$ cat src/rtl/isp_vid_pack_if.sv
// Packed-word output stream of isp_vid_pack: valid/ready plus sof/eol frame tags.
interface isp_vid_pack_if #(
  parameter int BITS = 8
);
  logic              out_valid;
  logic              out_ready;
  logic [4*BITS-1:0] out_data;
  logic              out_sof;
  logic              out_eol;

  modport master (output out_valid, output out_data, output out_sof, output out_eol, input out_ready);
  modport slave  (input out_valid, input out_data, input out_sof, input out_eol, output out_ready);
endinterface

$ cat src/rtl/isp_vid_pack.sv
// Packs ISP pixels four per word, buffers them in a show-ahead FIFO and tracks
// per-frame line count and overflow drops.
module isp_vid_pack #(
  parameter int BITS       = 8,
  parameter int WIDTH      = 1280,
  parameter int HEIGHT     = 960,
  parameter int FIFO_DEPTH = 16
) (
  input  logic                            pclk,
  input  logic                            rst_n,
  input  logic                            en,
  input  logic                            in_href,
  input  logic                            in_vsync,
  input  logic [BITS-1:0]                 in_data,
  isp_vid_pack_if.master                  m_out,
  output logic [$clog2(FIFO_DEPTH):0]     fifo_level,
  output logic [15:0]                     ovf_cnt,
  output logic                            frame_done,
  output logic                            frame_err
);
  localparam int AW = $clog2(FIFO_DEPTH);
  localparam int LW = AW + 1;
  localparam int WW = 4 * BITS;

  localparam logic [1:0] S_IDLE   = 2'd0;
  localparam logic [1:0] S_ACTIVE = 2'd1;
  localparam logic [1:0] S_FLUSH  = 2'd2;

  if (FIFO_DEPTH < 4 || (FIFO_DEPTH & (FIFO_DEPTH - 1)) != 0 || WIDTH < 4) begin : g_bad_cfg
    $error("isp_vid_pack: FIFO_DEPTH must be a power of 2 >= 4 and WIDTH >= 4");
  end

  logic                    r_href, r_vsync, r_href_d, r_vsync_d;
  logic [BITS-1:0]         r_data;
  logic [1:0]              r_state;
  logic [3:0][BITS-1:0]    r_pack;
  logic [1:0]              r_pix_idx;
  logic [15:0]             r_line_cnt;
  logic                    r_pend_sof;
  logic                    r_push_vld;
  logic [WW-1:0]           r_push_data;
  logic                    r_push_eol;
  logic [WW+1:0]           r_mem [FIFO_DEPTH];
  logic [AW-1:0]           r_wr_ptr, r_rd_ptr;
  logic [LW-1:0]           r_level;
  logic [15:0]             r_ovf;
  logic                    r_done, r_err;

  logic w_vs_rise, w_vs_fall, w_href_fall, w_start, w_pix, w_eol_end, w_retag;
  logic w_full, w_wr, w_drop, w_rd, w_flush_done, w_valid;
  logic [WW+1:0] w_head;

  assign w_vs_rise    = r_vsync & ~r_vsync_d;
  assign w_vs_fall    = ~r_vsync & r_vsync_d;
  assign w_href_fall  = ~r_href & r_href_d;
  assign w_start      = (r_state == S_IDLE) & w_vs_rise & en;
  assign w_pix        = (r_state == S_ACTIVE) & r_href;
  // Line ends are honoured in FLUSH too, so a line closing just after vsync falls still flushes.
  assign w_eol_end    = (r_state != S_IDLE) & w_href_fall;
  // Full line of whole words: the word staged last cycle is still in flight, tag it here.
  assign w_retag      = w_eol_end & (r_pix_idx == 2'd0) & r_push_vld;
  assign w_full       = (r_level == LW'(FIFO_DEPTH));
  assign w_wr         = r_push_vld & ~w_full;
  assign w_drop       = r_push_vld & w_full;
  assign w_valid      = (r_level != '0);
  assign w_rd         = w_valid & m_out.out_ready;
  assign w_flush_done = (r_state == S_FLUSH) & (r_level == '0) & ~r_push_vld & ~w_href_fall;
  assign w_head       = r_mem[r_rd_ptr];

  assign m_out.out_valid = w_valid;
  assign m_out.out_data  = w_valid ? w_head[WW-1:0] : '0;
  assign m_out.out_eol   = w_valid & w_head[WW];
  assign m_out.out_sof   = w_valid & w_head[WW+1];
  assign fifo_level      = r_level;
  assign ovf_cnt         = r_ovf;
  assign frame_done      = r_done;
  assign frame_err       = r_err;

  always_ff @(posedge pclk or negedge rst_n) begin
    if (!rst_n) begin
      r_href    <= 1'b0;
      r_vsync   <= 1'b0;
      r_href_d  <= 1'b0;
      r_vsync_d <= 1'b0;
      r_data    <= '0;
    end else begin
      r_href    <= in_href;
      r_vsync   <= in_vsync;
      r_data    <= in_data;
      r_href_d  <= r_href;
      r_vsync_d <= r_vsync;
    end
  end

  always_ff @(posedge pclk or negedge rst_n) begin
    if (!rst_n) begin
      r_state <= S_IDLE;
      r_done  <= 1'b0;
      r_err   <= 1'b0;
    end else begin
      r_done <= w_flush_done;
      r_err  <= w_flush_done & (r_line_cnt != 16'(HEIGHT));
      case (r_state)
        S_IDLE:   if (w_start)      r_state <= S_ACTIVE;
        S_ACTIVE: if (w_vs_fall)    r_state <= S_FLUSH;
        S_FLUSH:  if (w_flush_done) r_state <= S_IDLE;
        default:                    r_state <= S_IDLE;
      endcase
    end
  end

  always_ff @(posedge pclk or negedge rst_n) begin
    if (!rst_n) begin
      r_pack      <= '0;
      r_pix_idx   <= 2'd0;
      r_line_cnt  <= '0;
      r_push_vld  <= 1'b0;
      r_push_data <= '0;
      r_push_eol  <= 1'b0;
    end else begin
      r_push_vld  <= (w_pix & (r_pix_idx == 2'd3)) | (w_eol_end & (r_pix_idx != 2'd0));
      r_push_data <= w_pix ? {r_data, r_pack[2:0]} : r_pack;
      r_push_eol  <= ~w_pix & w_eol_end;
      if (w_start) begin
        r_pack     <= '0;
        r_pix_idx  <= 2'd0;
        r_line_cnt <= '0;
      end else if (w_pix) begin
        if (r_pix_idx == 2'd3) r_pack <= '0;
        else                   r_pack[r_pix_idx] <= r_data;
        r_pix_idx <= r_pix_idx + 2'd1;
      end else if (w_eol_end) begin
        r_pack    <= '0;
        r_pix_idx <= 2'd0;
        if (r_line_cnt != 16'hFFFF) r_line_cnt <= r_line_cnt + 16'd1;
      end
    end
  end

  always_ff @(posedge pclk or negedge rst_n) begin
    if (!rst_n) begin
      r_wr_ptr   <= '0;
      r_rd_ptr   <= '0;
      r_level    <= '0;
      r_ovf      <= '0;
      r_pend_sof <= 1'b0;
    end else begin
      if (w_wr) r_wr_ptr <= r_wr_ptr + AW'(1);
      if (w_rd) r_rd_ptr <= r_rd_ptr + AW'(1);
      r_level <= r_level + LW'(w_wr) - LW'(w_rd);
      if (w_start)                          r_ovf <= '0;
      else if (w_drop && r_ovf != 16'hFFFF) r_ovf <= r_ovf + 16'd1;
      if (w_start)   r_pend_sof <= 1'b1;
      else if (w_wr) r_pend_sof <= 1'b0;
    end
  end

  // Storage needs no reset: pointers and level define what is live.
  always_ff @(posedge pclk) begin
    if (w_wr) r_mem[r_wr_ptr] <= {r_pend_sof, r_push_eol | w_retag, r_push_data};
  end
endmodule

$ cat src/flat_wrapper.sv
// flat-port wrapper written by rule: the top's interface ports become plain ports
module isp_vid_pack_flat 
#(
  parameter int BITS       = 8,
  parameter int WIDTH      = 1280,
  parameter int HEIGHT     = 960,
  parameter int FIFO_DEPTH = 16
)
  (pclk, rst_n, en, in_href, in_vsync, in_data, fifo_level, ovf_cnt, frame_done, frame_err, m_out_out_valid, m_out_out_data, m_out_out_sof, m_out_out_eol, m_out_out_ready);
  isp_vid_pack_if #(.BITS(BITS)) m_out_i ();
  input  logic pclk;
  input  logic rst_n;
  input  logic en;
  input  logic in_href;
  input  logic in_vsync;
  input  logic [BITS-1:0] in_data;
  output logic [$clog2(FIFO_DEPTH):0] fifo_level;
  output logic [15:0] ovf_cnt;
  output logic frame_done;
  output logic frame_err;
  output wire logic [$bits(m_out_i.out_valid)-1:0] m_out_out_valid;
  output wire logic [$bits(m_out_i.out_data)-1:0] m_out_out_data;
  output wire logic [$bits(m_out_i.out_sof)-1:0] m_out_out_sof;
  output wire logic [$bits(m_out_i.out_eol)-1:0] m_out_out_eol;
  input wire logic [$bits(m_out_i.out_ready)-1:0] m_out_out_ready;
  assign m_out_out_valid = m_out_i.out_valid;
  assign m_out_out_data = m_out_i.out_data;
  assign m_out_out_sof = m_out_i.out_sof;
  assign m_out_out_eol = m_out_i.out_eol;
  assign m_out_i.out_ready = m_out_out_ready;
  isp_vid_pack #(.BITS(BITS), .WIDTH(WIDTH), .HEIGHT(HEIGHT), .FIFO_DEPTH(FIFO_DEPTH)) u_core (.pclk(pclk), .rst_n(rst_n), .en(en), .in_href(in_href), .in_vsync(in_vsync), .in_data(in_data), .m_out(m_out_i), .fifo_level(fifo_level), .ovf_cnt(ovf_cnt), .frame_done(frame_done), .frame_err(frame_err));
endmodule
$ cat config.mk
export PLATFORM = sky130hd
export DESIGN_NAME = isp_vid_pack_flat
export DESIGN_NICKNAME = d
export VERILOG_FILES = /design/src/rtl/isp_vid_pack_if.sv /design/src/rtl/isp_vid_pack.sv /design/src/flat_wrapper.sv
export SDC_FILE = /design/constraint.sdc
export NUM_CORES = 1
export LEC_CHECK = 0
export BUFFER_PORTS_ARGS = -buffer_cell sky130_fd_sc_hd__buf_4
export CAP_MARGIN = 15
export CORE_MARGIN = 1.5
export CORE_UTILIZATION = 60
export CTS_CLUSTER_SIZE = 24
export DETAILED_ROUTE_END_ITERATION = 16
export GPL_ROUTABILITY_DRIVEN = 0
export PLACE_DENSITY = 0.77
export SETUP_SLACK_MARGIN = 0.3
export SYNTH_ARGS = -nofsm -noshare
export SYNTH_HDL_FRONTEND = slang
export SYNTH_SLANG_ARGS = --single-unit
$ cat constraint.sdc
create_clock -name pclk -period 9.8 [get_ports pclk]
set_input_delay 0.98 -clock pclk [delete_from_list [all_inputs] [get_ports pclk]]
set_output_delay 0.98 -clock pclk [all_outputs]
set_load 0.02 [all_outputs]
* Word-level counts from Yosys, hierarchy flattened
Memory sizes are Yosys's and may differ from the RTL's.
Index checks and enable logic that the tools add are counted.
** Word-level totals
- Logic and storage cells :: 114
- Register bits after elaboration :: 130
- Input port bits :: 14
- Memory bits (writable) :: 544
- Output and inout port bits :: 58
- Memories :: 1
** Memory list
- u_core.r_mem :: depth 16, width 34, rd ports 1, clocked after memory_dff 0, wr ports 1, line isp_vid_pack.sv:43 : logic [WW+1:0] r_mem [FIFO_DEPTH];
** Operators by class
- Add/sub/neg operators :: 7
- Eq/ne operators :: 11
- Multiplexer cells :: 26
- Reductions and logical operators :: 15
- Bitwise operators :: 30
- Order comparisons :: 2
** Operator list (count)
- two-way mux 32 bit :: 6
- two-way mux 16 bit :: 6
- adder 16 x 1 -> 16 bit (second input constant) :: 2
- bitwise mux 32 bit :: 1
- inequality test 16 bit (second input constant) :: 2
- bitwise AND 1 bit :: 21
- demux 8 bit (select 2 bit) :: 1
- inequality test 16 x 10 -> 1 bit (second input constant) :: 1
- two-way mux 2 bit :: 6
- nonzero test 2 bit :: 6
- adder 4 x 1 -> 4 bit (second input constant) :: 2
- two-way mux 8 bit :: 1
- inequality test 2 x 1 -> 1 bit (second input constant) :: 4
- inverter 1 bit :: 7
- case mux 2 bit (3 select lines) :: 1
- AND reduction 3 bit :: 2
- adder 5 x 1 -> 5 bit :: 1
- == test 5 bit (second input constant) :: 1
- logical NOT 5 bit :: 1
- nonzero test 5 bit :: 1
- subtractor 5 x 1 -> 5 bit :: 1
- == test 2 bit (second input constant) :: 2
- logical NOT 2 bit :: 2
- two-way mux 1 bit :: 4
- 7 further kinds :: 9

* Depth between registers and ports, before layout
- Depth after elaboration :: 8
- Depth in mapped cells :: 15
- Depth with buffers taken out :: 13

* Least setup slack after synthesis
OpenSTA, ideal clock, no wires.
- Path kind :: reg2reg
- Start point :: register u_core.r_level[2] (netlist: u_core.fifo_level[2])
- End point :: memory u_core.r_mem[0][0] (netlist bit), enable pin
- Cell stages (with the launch flop) :: 6
- Path buffers :: 0
- Slack :: 5.032 ns
- Data required time :: 9.290 ns
- Library setup time :: 0.510 ns
- Arrival :: 4.258 ns
- Period minus slack after synthesis :: 4.768 ns
- Path through :: dfrtp_1 -> inv_1 -> ha_1 -> nand4bb_1 -> nand2_1 -> nor4_1
** On the way
- Word-level cells in the longest chain between the ends :: 5
** Ends and longest elaborated chain
- from (decl) :: line isp_vid_pack.sv:45 : logic [LW-1:0] r_level;
- from (signal assigned) :: line isp_vid_pack.sv:150 : r_level <= r_level + LW'(w_wr) - LW'(w_rd);
- == test 5 bit :: line isp_vid_pack.sv:62 : assign w_full = (r_level == LW'(FIFO_DEPTH));
- inverter 1 bit :: line isp_vid_pack.sv:63 : assign w_wr = r_push_vld & ~w_full;
- bitwise AND 1 bit :: line isp_vid_pack.sv:63
- two-way mux 1 bit :: line isp_vid_pack.sv:160 : if (w_wr) r_mem[r_wr_ptr] <= {r_pend_sof, r_push_eol | w_retag, r_push_data};
- two-way mux 1 bit (not written as such) :: line isp_vid_pack.sv:160
- to (decl) :: line isp_vid_pack.sv:43
Every way passes these cells.

* Worst setup path after layout
- Start point :: register u_core.r_rd_ptr[1]
- End point :: output port m_out_out_data[20]
** On the way
- Word-level cells in the longest chain between the ends :: 2
** Ends and longest elaborated chain
- from (decl) :: line isp_vid_pack.sv:44 : logic [AW-1:0] r_wr_ptr, r_rd_ptr;
- from (signal assigned) :: line isp_vid_pack.sv:149 : if (w_rd) r_rd_ptr <= r_rd_ptr + AW'(1);
- memory (16 x 34 bit)
- two-way mux 32 bit :: line isp_vid_pack.sv:71 : assign m_out.out_data = w_valid ? w_head[WW-1:0] : '0;
- to (decl) :: line flat_wrapper.sv:22 : output wire logic [$bits(m_out_i.out_data)-1:0] m_out_out_data;
Every way passes these cells.

==> results.json <==
{
  "rows": 76,
  "period_needed_ns": 4.80,
  "ys_ff_latch": 674,
  "slew_headroom": 0.344,
  "ios": 72,
  "crit_buf_inv": 3,
  "maxCapViolations": 0,
  "clock_latency_ns": 0.59,
  "cp.arrival_ns": 3.82,
  "dpl.hpwl_um": 27500,
  "required_ns": 8.82,
  "grt_pass1_vias": 13547,
  "cts_hold_buffers": 0,
  "syn_inst": 1317,
  "final_nets": 1448,
  "core_area_mm2": 0.0430,
  "slowest_delay_ns": 0.81,
  "postCtsSetupBuffers": 0,
  "drt_iter0_drc": 1488,
  "synth_area_mm2": 0.0261,
  "crit_path_start_kind": "register",
  "worstPathCellList": "buf_4, buf_4, mux4_2, mux2i_1, o22ai_1, buf_4",
  "grt_max_degree": 93,
  "initial_core_util": 0.607,
  "reg2reg_depth": 13,
  "clockBufferDepth": 3,
  "cts_buffers": 66,
  "grt-ovfl-total": 0,
  "power_density_mw_per_mm2": 282,
  "fin_worst_skew_ns": 0.0242,
  "tns_ns": 0,
  "antenna_found_initial": 1,
  "ant_nets": 0,
  "crit_fanout": 50,
  "htree_levels": 3,
  "track_usage": 0.261,
  "mappedNetlistNets": 1350,
  "die_y_um": 212,
  "wl_per_cell_um": 27.4,
  "fin_area_mm2": 0.0295,
  "path_delay_family": "buffers and inverters",
  "fin_crit_sh": 0.490,
  "avgSynthCellArea_um2": 19.8,
  "port_buffers": 71,
  "clock_sinks": 674,
  "hold_class": "input port to asynchronous set/reset pin",
  "hold_slack_ns": 0.344,
  "avgViaCountPerCell": 6.40,
  "post_cts_resized": 0,
  "vias": 13132,
  "grt_pass1_wl_um": 84000,
  "num-fill-cells": 2659,
  "rsz0062_at_grt": "no",
  "report.final.slew_viol_count": 0,
  "synth_edf_count": 544,
  "crit_type": "register to output pin",
  "layout_common_cells": "544 x edfxtp_1, 136 x mux4_2, 127 x dfrtp_1, 93 x buf_4, 76 x mux2i_1",
  "worst_pin_slew_ns": 0.978,
  "num_antenna_cells": 0,
  "drive_gt1_frac": 0.241,
  "cp_common_cell": "buf_4",
  "outcome": "completed",
  "dieArea_mm2": 0.0447,
  "worst-path-stages": 6,
  "wirelength_um": 56200,
  "synth.distinct_cells": 65,
  "cpMaxStageDelayCell": "dfrtp_4",
  "drtPass1Iterations": 5,
  "ctsRootBufferMaster": "clkbuf_16",
  "leakagePower_uw": 0.0104,
  "die-width_um": 212,
  "placed_cell_area_mm2": 0.0274,
  "final_common_cell": "edfxtp_1",
  "synthArstFlopShare": 0.193,
  "ys_dominant_reg_cell": "edfxtp_1",
  "clock.fmax_ghz": 0.208,
  "hold_viol": 0,
  "drc_errors": 0,
  "cts_tree": "yes",
  "yosys_warnings": 0,
  "clk_pin_slew_ns": 0.06,
  "peakVddDrop_uv": 288,
  "seq_area_frac_synth": 0.751,
  "finalSetupViolCount": 0,
  "worstSetupEndpointType": "output pin",
  "area_growth_pct": 13.0
}
## stage by stage
stage / utilization / total power (uW) / setup WS (ns) / instances
finish: 0.686 / 8320 / 5.00 / 2052
global route: 0.686 / 8650 / 4.79 / 2052
CTS: 0.686 / 8380 / 4.95 / 2052
detailed placement: 0.637 / 5910 / 5.63 / 1932
global placement: 0.637 / 5870 / 5.61 / 1932
floorplan: - / 5200 / 5.03 / 1317
## cell type report
| cell class | instances | area [um2] | area share |
|---|---|---|---|
| clock buffer | 95 | 1920 | 0.0650 |
| tap | 585 | 732 | 0.0248 |
| clock inverter | 25 | 196 | 0.00666 |
| inverter | 25 | 93.8 | 0.00318 |
| multi-input combinational | 553 | 6210 | 0.211 |
| timing repair buffer | 95 | 729 | 0.0247 |
| sequential | 674 | 19600 | 0.665 |
## Yosys cell counts, types with 2 or more instances
cell type | instances | share of area
o31ai_1 | 11 | 0.0032
nor4_1 | 10 | 0.0024
a21oi_1 | 17 | 0.0033
mux4_2 | 136 | 0.12
clkbuf_1 | 30 | 0.0043
buf_4 | 2 | 0.00058
o22ai_1 | 34 | 0.0082
nand3_1 | 14 | 0.0027
o41ai_1 | 5 | 0.0017
and2_1 | 17 | 0.0041
buf_1 | 10 | 0.0014
nor2_1 | 12 | 0.0017
o311ai_0 | 7 | 0.0024
nand3b_1 | 2 | 0.00058
nand4_1 | 12 | 0.0029
xor2_1 | 3 | 0.0010
nor3_1 | 13 | 0.0025
nor4b_1 | 4 | 0.0013
inv_1 | 24 | 0.0035
or3_1 | 2 | 0.00048
o211ai_1 | 2 | 0.00058
nand2_1 | 56 | 0.0081
o21a_1 | 2 | 0.00058
o32ai_2 | 3 | 0.0019
ha_1 | 18 | 0.0086
nand2b_1 | 12 | 0.0029
and3_1 | 5 | 0.0012
edfxtp_1 | 544 | 0.63
dfrtp_1 | 130 | 0.12
buf_2 | 23 | 0.0044
a22o_1 | 24 | 0.0081
mux2i_1 | 76 | 0.029
o21ai_0 | 8 | 0.0015
nand3_2 | 2 | 0.00077
or4_1 | 9 | 0.0026
or4b_1 | 3 | 0.0012
xnor2_1 | 7 | 0.0024
## final timing paths
path,start,endpoint,slack [ns]
hold / removal,rst_n,u_core.ovf_cnt[9]$_DFFE_PN0P_,0.34
hold reg to reg,u_core.r_pack[7]$_DFFE_PN0P_,u_core.r_push_data[7]$_DFF_PN0_,0.37
min in group pclk,u_core.r_pack[7]$_DFFE_PN0P_,u_core.r_push_data[7]$_DFF_PN0_,0.37
setup / recovery,u_core.r_rd_ptr[1]$_DFFE_PN0P_,m_out_out_data[20],5.00
setup reg to reg,u_core.fifo_level[3]$_DFF_PN0_,u_core.fifo_level[4]$_DFF_PN0_,6.37
max in group asynchronous,rst_n,u_core.r_rd_ptr[0]$_DFFE_PN0P_,7.98
## worst register-to-register path, stage by stage (launching register included)
cell	delay, ns
dfrtp_1	0.40
inv_1	0.09
ha_1	0.19
or4b_1	0.70
and2_0	0.45
ha_1	0.36
inv_1	0.05
ha_1	0.16
inv_1	0.07
fa_1	0.43
inv_1	0.07
a21oi_1	0.07
o21bai_1	0.17
xnor2_1	0.14
## report_power, final
part / switching, uW / leakage [uW] / total, uW / internal (uW)
Sequential: 369 / 0.00672 / 3760 / 3390
Combinational: 1070 / 0.00261 / 2080 / 1020
Clock: 1030 / 0.00104 / 2470 / 1440
## cell families after synthesis
group / count (synthesis) / synth area share
muxes: 213 / 0.147
xor gates and xnor gates: 10 / 0.00336
and+or+nand+nor: 186 / 0.0399
DFF: 674 / 0.751
buffers and inverters: 90 / 0.0143
adders and majority gates: 19 / 0.00940
AOI/OAI and AO/OA: 125 / 0.0350
## registers in the layout, indices dropped and copies added, names as in the netlist, 2 cells and up
register	flops
u_core.fifo_level	5
u_core.ovf_cnt	16
u_core.r_data	8
u_core.r_line_cnt	16
u_core.r_mem	544
u_core.r_pack	32
u_core.r_pix_idx	2
u_core.r_push_data	32
u_core.r_rd_ptr	4
u_core.r_state	2
u_core.r_wr_ptr	4
## routing by layer
layer	track usage	share of wire	vias to the layer above
met5	0	0	-
met1	0.356	0.39	6889
li1	-	-	5575
met3	0.0479	0.073	98
met4	0.0796	0.020	0
met2	0.436	0.51	570
Power figures use the tool's default switching activity.
